### config.mk
export PLATFORM = sky130hd
export DESIGN_NAME = cp0_intr_ctrl
export DESIGN_NICKNAME = d
export VERILOG_FILES = /design/src/rtl/cp0_intr_ctrl.sv
export SDC_FILE = /design/constraint.sdc
export NUM_CORES = 1
export LEC_CHECK = 0
export ABC_AREA = 1
export CORE_ASPECT_RATIO = 1.1
export CORE_UTILIZATION = 39
export DETAILED_ROUTE_END_ITERATION = 10
export GPL_ROUTABILITY_DRIVEN = 0
export PLACE_DENSITY = 0.69
export SLEW_MARGIN = 5
export SYNTH_ARGS = -nofsm -noshare
export SYNTH_HDL_FRONTEND = slang
export SYNTH_SLANG_ARGS = --single-unit
### constraint.sdc
create_clock -name clk -period 5.46 [get_ports clk]
set_input_delay 1.092 -clock clk [delete_from_list [all_inputs] [get_ports clk]]
set_output_delay 1.092 -clock clk [all_outputs]
set_load 0.005 [all_outputs]
### src/rtl/cp0_intr_ctrl.sv
// CP0 interrupt unit: prioritised maskable IRQ channels, vectored entry, EPC/ERET.
// Optional nested preemption with an EPC/IE/index stack when CP0_NESTED_EN is defined.
module cp0_intr_ctrl #(
    parameter int          NUM_IRQ     = 4,
    parameter logic [7:0]  IRQ_EDGE    = 8'h00,
    parameter int          VEC_SHIFT   = 3,
    parameter logic [31:0] EBASE_RST   = 32'h0000_0100,
    parameter int          STACK_DEPTH = 4
) (
    input  logic               clk,
    input  logic               rst_n,
    input  logic [NUM_IRQ-1:0] irq_in,
    input  logic [4:0]         cp_addr_r,
    output logic [31:0]        cp_data_r,
    input  logic [4:0]         cp_addr_w,
    input  logic [31:0]        cp_data_w,
    input  logic               cp_wen,
    input  logic               eret,
    input  logic [31:0]        ret_addr,
    input  logic               take_ok,
    output logic               jump_en,
    output logic [31:0]        jump_addr,
    output logic [NUM_IRQ-1:0] int_ack,
    output logic               in_isr
);
    typedef enum logic [1:0] {S_IDLE, S_TAKE, S_ISR, S_RET} state_t;

    if (NUM_IRQ < 1 || NUM_IRQ > 8 || STACK_DEPTH < 1) begin : g_bad_param
        $error("cp0_intr_ctrl: NUM_IRQ must be 1..8 and STACK_DEPTH >= 1");
    end

    state_t             state;
    logic [NUM_IRQ-1:0] irq_s1, irq_s2, irq_d, pend_q;
    logic [NUM_IRQ-1:0] rise, pend, eligible, mask, w1c, win_oh;
    logic               ie, have_win, take_idle, take_pre, take;
    logic [2:0]         cause_idx, win;
    logic [31:0]        epc, ebase, vec_addr;

    // Edge-channel PEND includes the rise seen this cycle so both modes keep 3-cycle latency.
    always_comb begin
        rise     = irq_s2 & ~irq_d;
        have_win = 1'b0;
        win      = 3'd0;
        for (int i = 0; i < NUM_IRQ; i++)
            pend[i] = IRQ_EDGE[i] ? (pend_q[i] | rise[i]) : irq_s2[i];
        eligible = pend & mask;
        for (int i = NUM_IRQ - 1; i >= 0; i--) begin
            if (eligible[i]) begin
                have_win = 1'b1;
                win      = 3'(i);
            end
        end
        win_oh   = NUM_IRQ'(1) << win;
        vec_addr = ebase + (32'(win) << VEC_SHIFT);
        w1c      = (cp_wen && cp_addr_w == 5'd13) ? cp_data_w[8 +: NUM_IRQ] : '0;
    end

    assign take_idle = (state == S_IDLE) && ie && have_win && take_ok;
    assign take      = take_idle || take_pre;

`ifdef CP0_NESTED_EN
    localparam int SP_W = $clog2(STACK_DEPTH + 1);
    logic [SP_W-1:0] sp;
    logic [31:0]     stk_epc [STACK_DEPTH];
    logic            stk_ie  [STACK_DEPTH];
    logic [2:0]      stk_idx [STACK_DEPTH];

    assign take_pre = (state == S_ISR) && !eret && have_win && (win < cause_idx)
                      && take_ok && (sp < SP_W'(STACK_DEPTH));
`else
    assign take_pre = 1'b0;
`endif

    always_comb begin
        cp_data_r = '0;
        case (cp_addr_r)
            5'd12: begin
                cp_data_r[0]            = ie;
                cp_data_r[8 +: NUM_IRQ] = mask;
            end
            5'd13: begin
                cp_data_r[8 +: NUM_IRQ] = pend;
                cp_data_r[28:26]        = cause_idx;
            end
            5'd14:   cp_data_r = epc;
            5'd15:   cp_data_r = ebase;
            default: cp_data_r = '0;
        endcase
    end

    always_ff @(posedge clk or negedge rst_n) begin
        if (!rst_n) begin
            irq_s1 <= '0;
            irq_s2 <= '0;
            irq_d  <= '0;
            pend_q <= '0;
        end else begin
            irq_s1 <= irq_in;
            irq_s2 <= irq_s1;
            irq_d  <= irq_s2;
            for (int i = 0; i < NUM_IRQ; i++)
                pend_q[i] <= IRQ_EDGE[i] &&
                             ((pend_q[i] | rise[i]) & ~(take & win_oh[i]) & ~w1c[i]);
        end
    end

    // Register writes come first so TAKE/RET updates to EPC and IE override a same-cycle mtc0.
    always_ff @(posedge clk or negedge rst_n) begin
        if (!rst_n) begin
            state     <= S_IDLE;
            ie        <= 1'b0;
            mask      <= '0;
            cause_idx <= 3'd0;
            epc       <= '0;
            ebase     <= EBASE_RST;
            jump_en   <= 1'b0;
            jump_addr <= '0;
            int_ack   <= '0;
            in_isr    <= 1'b0;
`ifdef CP0_NESTED_EN
            sp        <= '0;
            for (int i = 0; i < STACK_DEPTH; i++) begin
                stk_epc[i] <= '0;
                stk_ie[i]  <= 1'b0;
                stk_idx[i] <= 3'd0;
            end
`endif
        end else begin
            jump_en <= 1'b0;
            int_ack <= '0;
            if (cp_wen) begin
                case (cp_addr_w)
                    5'd12: begin
                        ie   <= cp_data_w[0];
                        mask <= cp_data_w[8 +: NUM_IRQ];
                    end
                    5'd14:   epc   <= cp_data_w;
                    5'd15:   ebase <= cp_data_w;
                    default: ;
                endcase
            end
            case (state)
                S_IDLE: ;
                S_TAKE: begin
                    state  <= S_ISR;
                    in_isr <= 1'b1;
                end
                S_ISR: begin
                    if (eret) begin
                        state     <= S_RET;
                        jump_en   <= 1'b1;
                        jump_addr <= epc;
`ifdef CP0_NESTED_EN
                        if (sp != '0) begin
                            epc       <= stk_epc[sp - 1'b1];
                            ie        <= stk_ie[sp - 1'b1];
                            cause_idx <= stk_idx[sp - 1'b1];
                            sp        <= sp - 1'b1;
                            in_isr    <= 1'b1;
                        end else begin
                            ie     <= 1'b1;
                            in_isr <= 1'b0;
                        end
`else
                        ie     <= 1'b1;
                        in_isr <= 1'b0;
`endif
                    end
                end
                S_RET:   state <= in_isr ? S_ISR : S_IDLE;
                default: state <= S_IDLE;
            endcase
            if (take) begin
`ifdef CP0_NESTED_EN
                if (state == S_ISR) begin
                    stk_epc[sp] <= epc;
                    stk_ie[sp]  <= ie;
                    stk_idx[sp] <= cause_idx;
                    sp          <= sp + 1'b1;
                end
`endif
                state     <= S_TAKE;
                jump_en   <= 1'b1;
                jump_addr <= vec_addr;
                epc       <= ret_addr;
                ie        <= 1'b0;
                cause_idx <= win;
                int_ack   <= win_oh;
            end
        end
    end
endmodule

==> metrics.md, run 1 <==
| Metric | Value |
|---|---|
| CTS Buffer Depth | 2 |
| CP endpoint | cp_data_r[11] |
| Avg Inst Size Synth | approximately 8 sq um |
| Hold_sp | irq_s1[3] |
| DRT iter0 DRCs | 427 |
| CTS clk-pin slew, worst paths | roughly 0.06 ns |
| Max_slew headroom | 0.488 |
| Core area | between 15000 and 20000 sq um |
| CTS Buf Count | 17 |
| Crit-path slowest cell | clkdlybuf4s50_1 |
| Leak | between 3 and 4 nW |
| Largest net degree at the start of global routing | 65 |
| Gr usage total | 0.260 |
| RR Startpoint | state[1] |
| Reg-to-reg critical path endpoint | jump_addr[16] |
| Vias in the first global route | slightly below 6000 |
| Final Core Density | 0.547 |
| Fin area | between 8000 and 9000 sq um |
| Post-synthesis cell count | approximately 780 |
| Fmax | 219 MHz |
| Final setup viols | 0 |
| TritonCTS clock tree | built |
| Post-CTS Setup Bufs | 0 |
| Met1 GRT Util | 0.333 |
| Most common cell after layout, fill and taps aside | nand2_1 |
| Die ar. | between 15000 and 20000 sq um |
| CP Cell Sequence | clkdlybuf4s50_1 > nand2_1 > or3b_4 > nor2_4 > inv_2 > o22ai_1 > a21oi_1 > nand2_1 > clkdlybuf4s50_1 |
| H-tree Lvls | 4 |
| Hold path cells | 0 |
| Grt peak-use layer | met2 |
| M3 GR Usage | 0.0629 |
| R2R Setup Slk | ~3 ns |
| Crit-path max FO | 25 |
| Max-Cap Viols | 0 |
| DRC errors left | 0 |
| Crit Path Category | input port to primary output |
| Worst r2r path cells | 10 |
| Met2 usage | 0.421 |
| Post-cts hold buffer count | 0 |
| Starting Density | 0.400 |
| Seq cells post-synth | between 100 and 150 |
| Area leader, netlist | dfrtp_1 |
| WP data required | 4.37 ns |
| Main synth FF type | dfrtp_1 |
| Max Slew Vio Count | 0 |
| Insertion delay to the later sink of the worst-skew pair | 0.43 ns |
| First-pass GRT wire length | 31800 um |
| Fin Clk Skew | 0.00895 ns |
| Mapped Nets | around 860 |
| Async SR Flop Fraction | 1.00 |
| Vias per std cell | 5.28 |
| EDFF count, synth | 0 |
| Crit path from | cp_addr_r[3] |
| Die Wd | 123 um |
| Area contributors post-synth | dfrtp_1, nand2_1, inv_1 |
| Kind of start point of the critical path | input port |
| CTS root buffer | clkbuf_16 |
| Final Hold Viols | 0 |
| Die Span Y | roughly 130 um |
| Multi-input gate area | approximately 2700 sq um |
| Netlist cell types | 43 |
| Routed len/inst | roughly 18 um |
| Placed Area | about 8000 sq um |
| Slew @ Worst Pin | 0.767 ns |
| PD cells | 438 nW/um^2 |
| Setup_tns | 0 ns |
| Length of the first detailed-routing pass in iterations | 5 |
| Final worst path period share | 0.837 |
| Status | finished clean |
| Top cell type's share of synthesized area | 0.471 |
| CP endpoint kind | primary output |
| Layout overhead on the synthesized area | 36.6% |
| Min cycle time layout | 4.57 ns |
| Layout cells sized above 1 | 0.0818 |
| Commonest non-fill, non-tap cells in the layout | nand2_1, clkdlybuf4s50_1, dfrtp_1 |
| Register area | between 2000 and 3000 sq um |
| CP arrival | approximately 3.5 ns |
| # diodes | 0 |
| Clock Sinks | 119 |
| Vias | around 6000 |
| Post-route ant nets | 0 |
| GRT overflow | 0 |
| VDD IR max | between 0.2 and 0.25 mV |
| Crit-path max cell delay | around 0.49 ns |
| Min-delay worst type | flip-flop to flip-flop |
| Register area share after synthesis | 0.475 |
| Cell Area, Synth | 6270 sq um |
| PortBufs | around 150 |
| Initial antenna violation count | 0 |
| Post-Route WL | approximately 20000 um |
| CTS resizes | 0 |
| I/O pin cnt | around 150 |
| Final HPWL DP | roughly 14000 um |
| Number of nets in the layout | a little over 1000 |
| Syn. warnings | 0 |
| # rows | between 40 and 50 |
| RSZ-0062 raised after global routing | no |
| Number of fill cells | between 1000 and 1500 |
==> state kept, by name, indices dropped and copies added, names as in the netlist <==
signal     count
epc           32
cause_idx      2
ie             1
mask           4
state          2
in_isr         1
irq_s1         4
jump_addr     32
int_ack        4
jump_en        1
irq_s2         4
ebase         32
==> cell families (layout without fill, tap and decap cells) <==
kind of cell    Yosys count  after routing  share of synthesized area
simple gates            356            356                      0.267
compound gates          154            154                      0.155
buf+inv                 140            302                     0.0880
flops                   119            119                      0.475
xor+xnor                  8              8                     0.0112
fa+ha+maj                 2              2                    0.00399
==> per-layer routing <==
metal	up-vias	part of all wire
met5	-	0
met4	0	0.021
met3	31	0.055
met2	211	0.49
met1	2899	0.43
li1	2883	-
==> through the flow <==
step                std cells  hold slack [ns]  power (W)  setup WS (ns)
finish                   1141            0.347    0.00375          0.888
floorplan                 779            0.331    0.00201           2.23
CTS                      1141            0.348    0.00376          0.896
global placement         1109            0.333    0.00258          0.904
global route             1141            0.352    0.00396          0.703
detailed placement       1109            0.335    0.00260          0.901
==> Yosys cell counts (4+ instances only) <==
master and number:
inv_2 5, nand4_1 13, o221ai_1 15, nand2_4 6, nor2_4 8, o22ai_1 19
xor2_1 7, a21oi_1 20, nor3_1 10, nand2_1 208, o21ai_0 59, inv_1 103
nor2_1 35, clkbuf_1 11, nand3_1 55, buf_2 19, dfrtp_1 118, o211ai_1 29
nand2_2 4
==> worst max-delay path, delay by kind of cell <==
family / cells / cell delay [ns]
and+or+nand+nor: 4 / 0.80
buffers and inverters: 3 / 1.25
AOI/OAI and AO/OA: 2 / 0.32
==> final cells by class <==
class                      instances  share of cell area
inverter                         110              0.0485
clock buffer                      17              0.0497
multi-input combinational        520               0.320
timing repair buffer             160               0.184
tap                              200              0.0292
sequential                       119               0.348
clock inverter                    15              0.0209
==> worst min path at each step <==
stage | to | slack [ns]
2_1_floorplan | irq_s2[0] | 0.33
3_3_place_gp | irq_s2[3] | 0.33
3_5_place_dp | irq_s2[3] | 0.33
4_1_cts | irq_s2[3] | 0.35
5_1_grt | irq_s2[1] | 0.35
6_report | irq_s2[3] | 0.35
==> power by group <==
| part | internal [W] | leakage [nW] | total (W) | switching [W] |
|---|---|---|---|---|
| registers | 0.00120 | 1.44 | 0.00139 | 0.000197 |
| clock network | 0.000717 | 0.274 | 0.00116 | 0.000443 |
| logic | 0.000551 | 2.11 | 0.00120 | 0.000651 |
Power figures use the tool's default switching activity.
==> run 2, diff against run 1 <==
--- a/config.mk
+++ b/config.mk
@@ -10,7 +10,7 @@
 export CORE_UTILIZATION = 39
 export DETAILED_ROUTE_END_ITERATION = 10
 export GPL_ROUTABILITY_DRIVEN = 0
-export PLACE_DENSITY = 0.69
+export PLACE_DENSITY = 0.72
 export SLEW_MARGIN = 5
 export SYNTH_ARGS = -nofsm -noshare
 export SYNTH_HDL_FRONTEND = slang
==> constraint.sdc (replaced) <==
create_clock -name clk -period 3.75 [get_ports clk]
set_input_delay 0.75 -clock clk [delete_from_list [all_inputs] [get_ports clk]]
set_output_delay 0.75 -clock clk [all_outputs]
set_load 0.005 [all_outputs]
==> run 2 against run 1 <==
  * Via count decreased by 0.32%
  * Final cell count increased by 0.70%
  * Worst setup slack got worse by 0.71 ns
  * Hold slack improved by 0.0015 ns
  * Clock skew decreased by 0.0023 ns
  * Die area unchanged
  * Design area increased by 0.79%
  * Non-clock buffer count increased by 8
  * First-iteration DRC count decreased by 16%
  * Register-to-register slack got worse by 1.6 ns
  * Largest cell class unchanged
==> metrics.md, run 2 (same netlist as run 1, synthesis figures left out) <==
| Metric | Value |
|---|---|
| Fmax | roughly 280 MHz |
| Status | finished clean |
| DRC errors left | 0 (unchanged) |
| Min-delay worst type | flip-flop to flip-flop |
| Core area | 15700 sq um (unchanged) |
| Number of fill cells | 1401 (-4.8%) |
| Final HPWL DP | 14000 um (-1.7%) |
| Die Wd | 123 um (unchanged) |
| CTS Buffer Depth | 2 (unchanged) |
| Post-CTS Setup Bufs | 0 (unchanged) |
| Multi-input gate area | 2740 sq um (unchanged) |
| Worst r2r path cells | 15 (+5) |
| Insertion delay to the later sink of the worst-skew pair | 0.43 ns (about the same) |
| Max Slew Vio Count | 0 (unchanged) |
| CP arrival | 2.82 ns (-0.66 ns) |
| Final setup margin | 0.180 ns (-0.708 ns) |
| Crit Path Category | input port to primary output |
| First-pass GRT wire length | 31700 um (-0.28%) |
| Gr usage total | 0.257 (-0.00396) |
| Fin Clk Skew | 0.00665 ns (-0.00230 ns) |
| CP endpoint | cp_data_r[25] |
| RR Startpoint | mask[3] |
| Vias in the first global route | 5949 (+1.6%) |
| I/O pin cnt | 153 (unchanged) |
| Routed len/inst | 17.4 um (-3.0%) |
| Clock Sinks | 119 (unchanged) |
| Crit-path max cell delay | 0.52 ns (+0.03 ns) |
| R2R Setup Slk | 1.41 ns (-1.58 ns) |
| CTS Buf Count | 17 (unchanged) |
| Die ar. | 16600 sq um (unchanged) |
| Crit-path max FO | 19 (-24%) |
| Max-Cap Viols | 0 (unchanged) |
| PD cells | 631 nW/um^2 (+44%) |
| GRT overflow | 0 (unchanged) |
| CTS clk-pin slew, worst paths | 0.06 ns (about the same) |
| CP top delay family | buffers and inverters |
| Slew @ Worst Pin | 0.947 ns (+0.180 ns) |
| Setup_tns | 0 ns (unchanged) |
| Placed Area | 8020 sq um (+0.75%) |
| Layout cells sized above 1 | 0.0896 (+0.00774) |
| Hold path cells | 0 (unchanged) |
| DRT iter0 DRCs | 358 (-16%) |
| Final worst path period share | 0.952 |
| Length of the first detailed-routing pass in iterations | 5 (unchanged) |
| Post-route ant nets | 0 (unchanged) |
| Non-filler instance count after layout | 1149 (+0.70%) |
| Layout overhead on the synthesized area | 37.7% |
| Min cycle time layout | approximately 3.6 ns |
| Final Hold Viols | 0 (unchanged) |
| Most frequent CP cell | clkdlybuf4s50_1 |
| TritonCTS clock tree | built |
| Die Span Y | 135 um (unchanged) |
| # diodes | 0 (unchanged) |
| Register area | 2980 sq um (unchanged) |
| CTS root buffer | clkbuf_16 |
| Kind of start point of the critical path | input port |
| WP data required | 3.00 ns (-1.37 ns) |
| Post-Place Cells | 1117 (+0.72%) |
| Largest net degree at the start of global routing | 72 (+11%) |
| VDD IR max | 0.364 mV (+46%) |
| Final setup viols | 0 (unchanged) |
| Number of nets in the layout | 1021 (+0.79%) |
| CP Cell Sequence | clkdlybuf4s50_1 > nand2_1 > or3b_4 > nor2_4 > inv_4 > buf_4 > o22ai_1 > clkdlybuf4s50_1 |
| Initial antenna violation count | 0 (unchanged) |
| Crit-path slowest cell | clkdlybuf4s50_1 |
| Max_slew headroom | 0.369 (-0.119) |
| Commonest non-fill, non-tap cells in the layout | nand2_1, clkdlybuf4s50_1, dfrtp_1 |
| PortBufs | 152 (unchanged) |
| Leak | 3.87 nW (+1.2%) |
| Crit path from | cp_addr_r[3] |
| H-tree Lvls | 4 (unchanged) |
| Reg-to-reg critical path endpoint | jump_addr[9] |
| Vias per std cell | 5.23 (-1.0%) |
| Final Core Density | 0.551 (+0.00431) |
| Worst slack at placement | 0.0975 ns (-0.803 ns) |
| Biggest regs | ebase (32), epc (32), jump_addr (32) |
| CP endpoint kind | primary output |
| WP depth | 8 (-1) |
| # rows | 48 (unchanged) |
| Worst path bufs/invs | 4 (+1) |
| Most common cell after layout, fill and taps aside | nand2_1 |
| Vias | 6005 (-0.32%) |
| Post-Route WL | 20000 um (-2.3%) |
| Fin area | 8630 sq um (+0.79%) |
| RSZ-0062 raised after global routing | no |
| Starting Density | 0.400 (unchanged) |
## run 2: cell types whose count changed in the layout (fill, tap and decap cells not counted), sizes merged
cell,before,now
clkinvlp,7,5
inv,111,109
clkinv,4,8
buf,9,17
## run 2: routing by layer
| metal | global-route usage | routed length (um) | vias to the layer above |
|---|---|---|---|
| met5 | 0 | 0 | - |
| met4 | 0.0962 | 463 | 0 |
| met3 | 0.0600 | 1310 | 30 |
| met2 | 0.422 | 9590 | 230 |
| met1 | 0.326 | 8610 | 2842 |
| li1 | - | - | 2903 |
## run 2: repair_timing
action                     in CTS  in global routing
hold buffers                    0                  0
setup endpoints to repair       0                  7
resized for setup               0                  4
## run 2: area by class of cell
| type | count | area share |
|---|---|---|
| flip-flops and latches | 119 | 0.345 |
| multi-input cells | 520 | 0.317 |
| repair buffers | 168 | 0.190 |
| clock buffers | 17 | 0.0493 |
| inverters | 110 | 0.0487 |
| well taps | 200 | 0.0290 |
| clock inverters | 15 | 0.0210 |
## run 2: worst min-delay path by stage
stage	from	slack, ns	endpoint
6_report	irq_s1[1]	0.35	irq_s2[1]
5_1_grt	irq_s1[3]	0.36	irq_s2[3]
4_1_cts	irq_s1[1]	0.35	irq_s2[1]
3_5_place_dp	irq_s1[1]	0.34	irq_s2[1]
3_3_place_gp	irq_s1[1]	0.33	irq_s2[1]
2_1_floorplan	irq_s1[0]	0.33	irq_s2[0]
## run 2: stage by stage
stage	total power, W	hold WS (ns)
2_1_floorplan	0.00292	0.331
3_3_place_gp	0.00373	0.334
3_5_place_dp	0.00377	0.337
4_1_cts	0.00546	0.350
5_1_grt	0.00577	0.356
6_report	0.00545	0.349
## run 2: worst register-to-register path, cell delays in order (launching register included)
cell and delay, ns:
dfrtp_1 0.37, nand2_2 0.09, a21oi_1 0.17, inv_1 0.07, nand2_1 0.06, nand2_1 0.08
inv_1 0.12, ha_1 0.19, ha_1 0.14, inv_1 0.06, nand2_4 0.11, nand2_4 0.14
nor2_4 0.19, xor2_1 0.09, o21ai_0 0.25, nand2_1 0.09
## run 2: power by group
group / switching [W] / total [W] / leakage (nW) / internal [W]
Sequential: 0.000280 / 0.00202 / 1.44 / 0.00174
Clock: 0.000645 / 0.00169 / 0.281 / 0.00104
Combinational: 0.000938 / 0.00174 / 2.15 / 0.000805
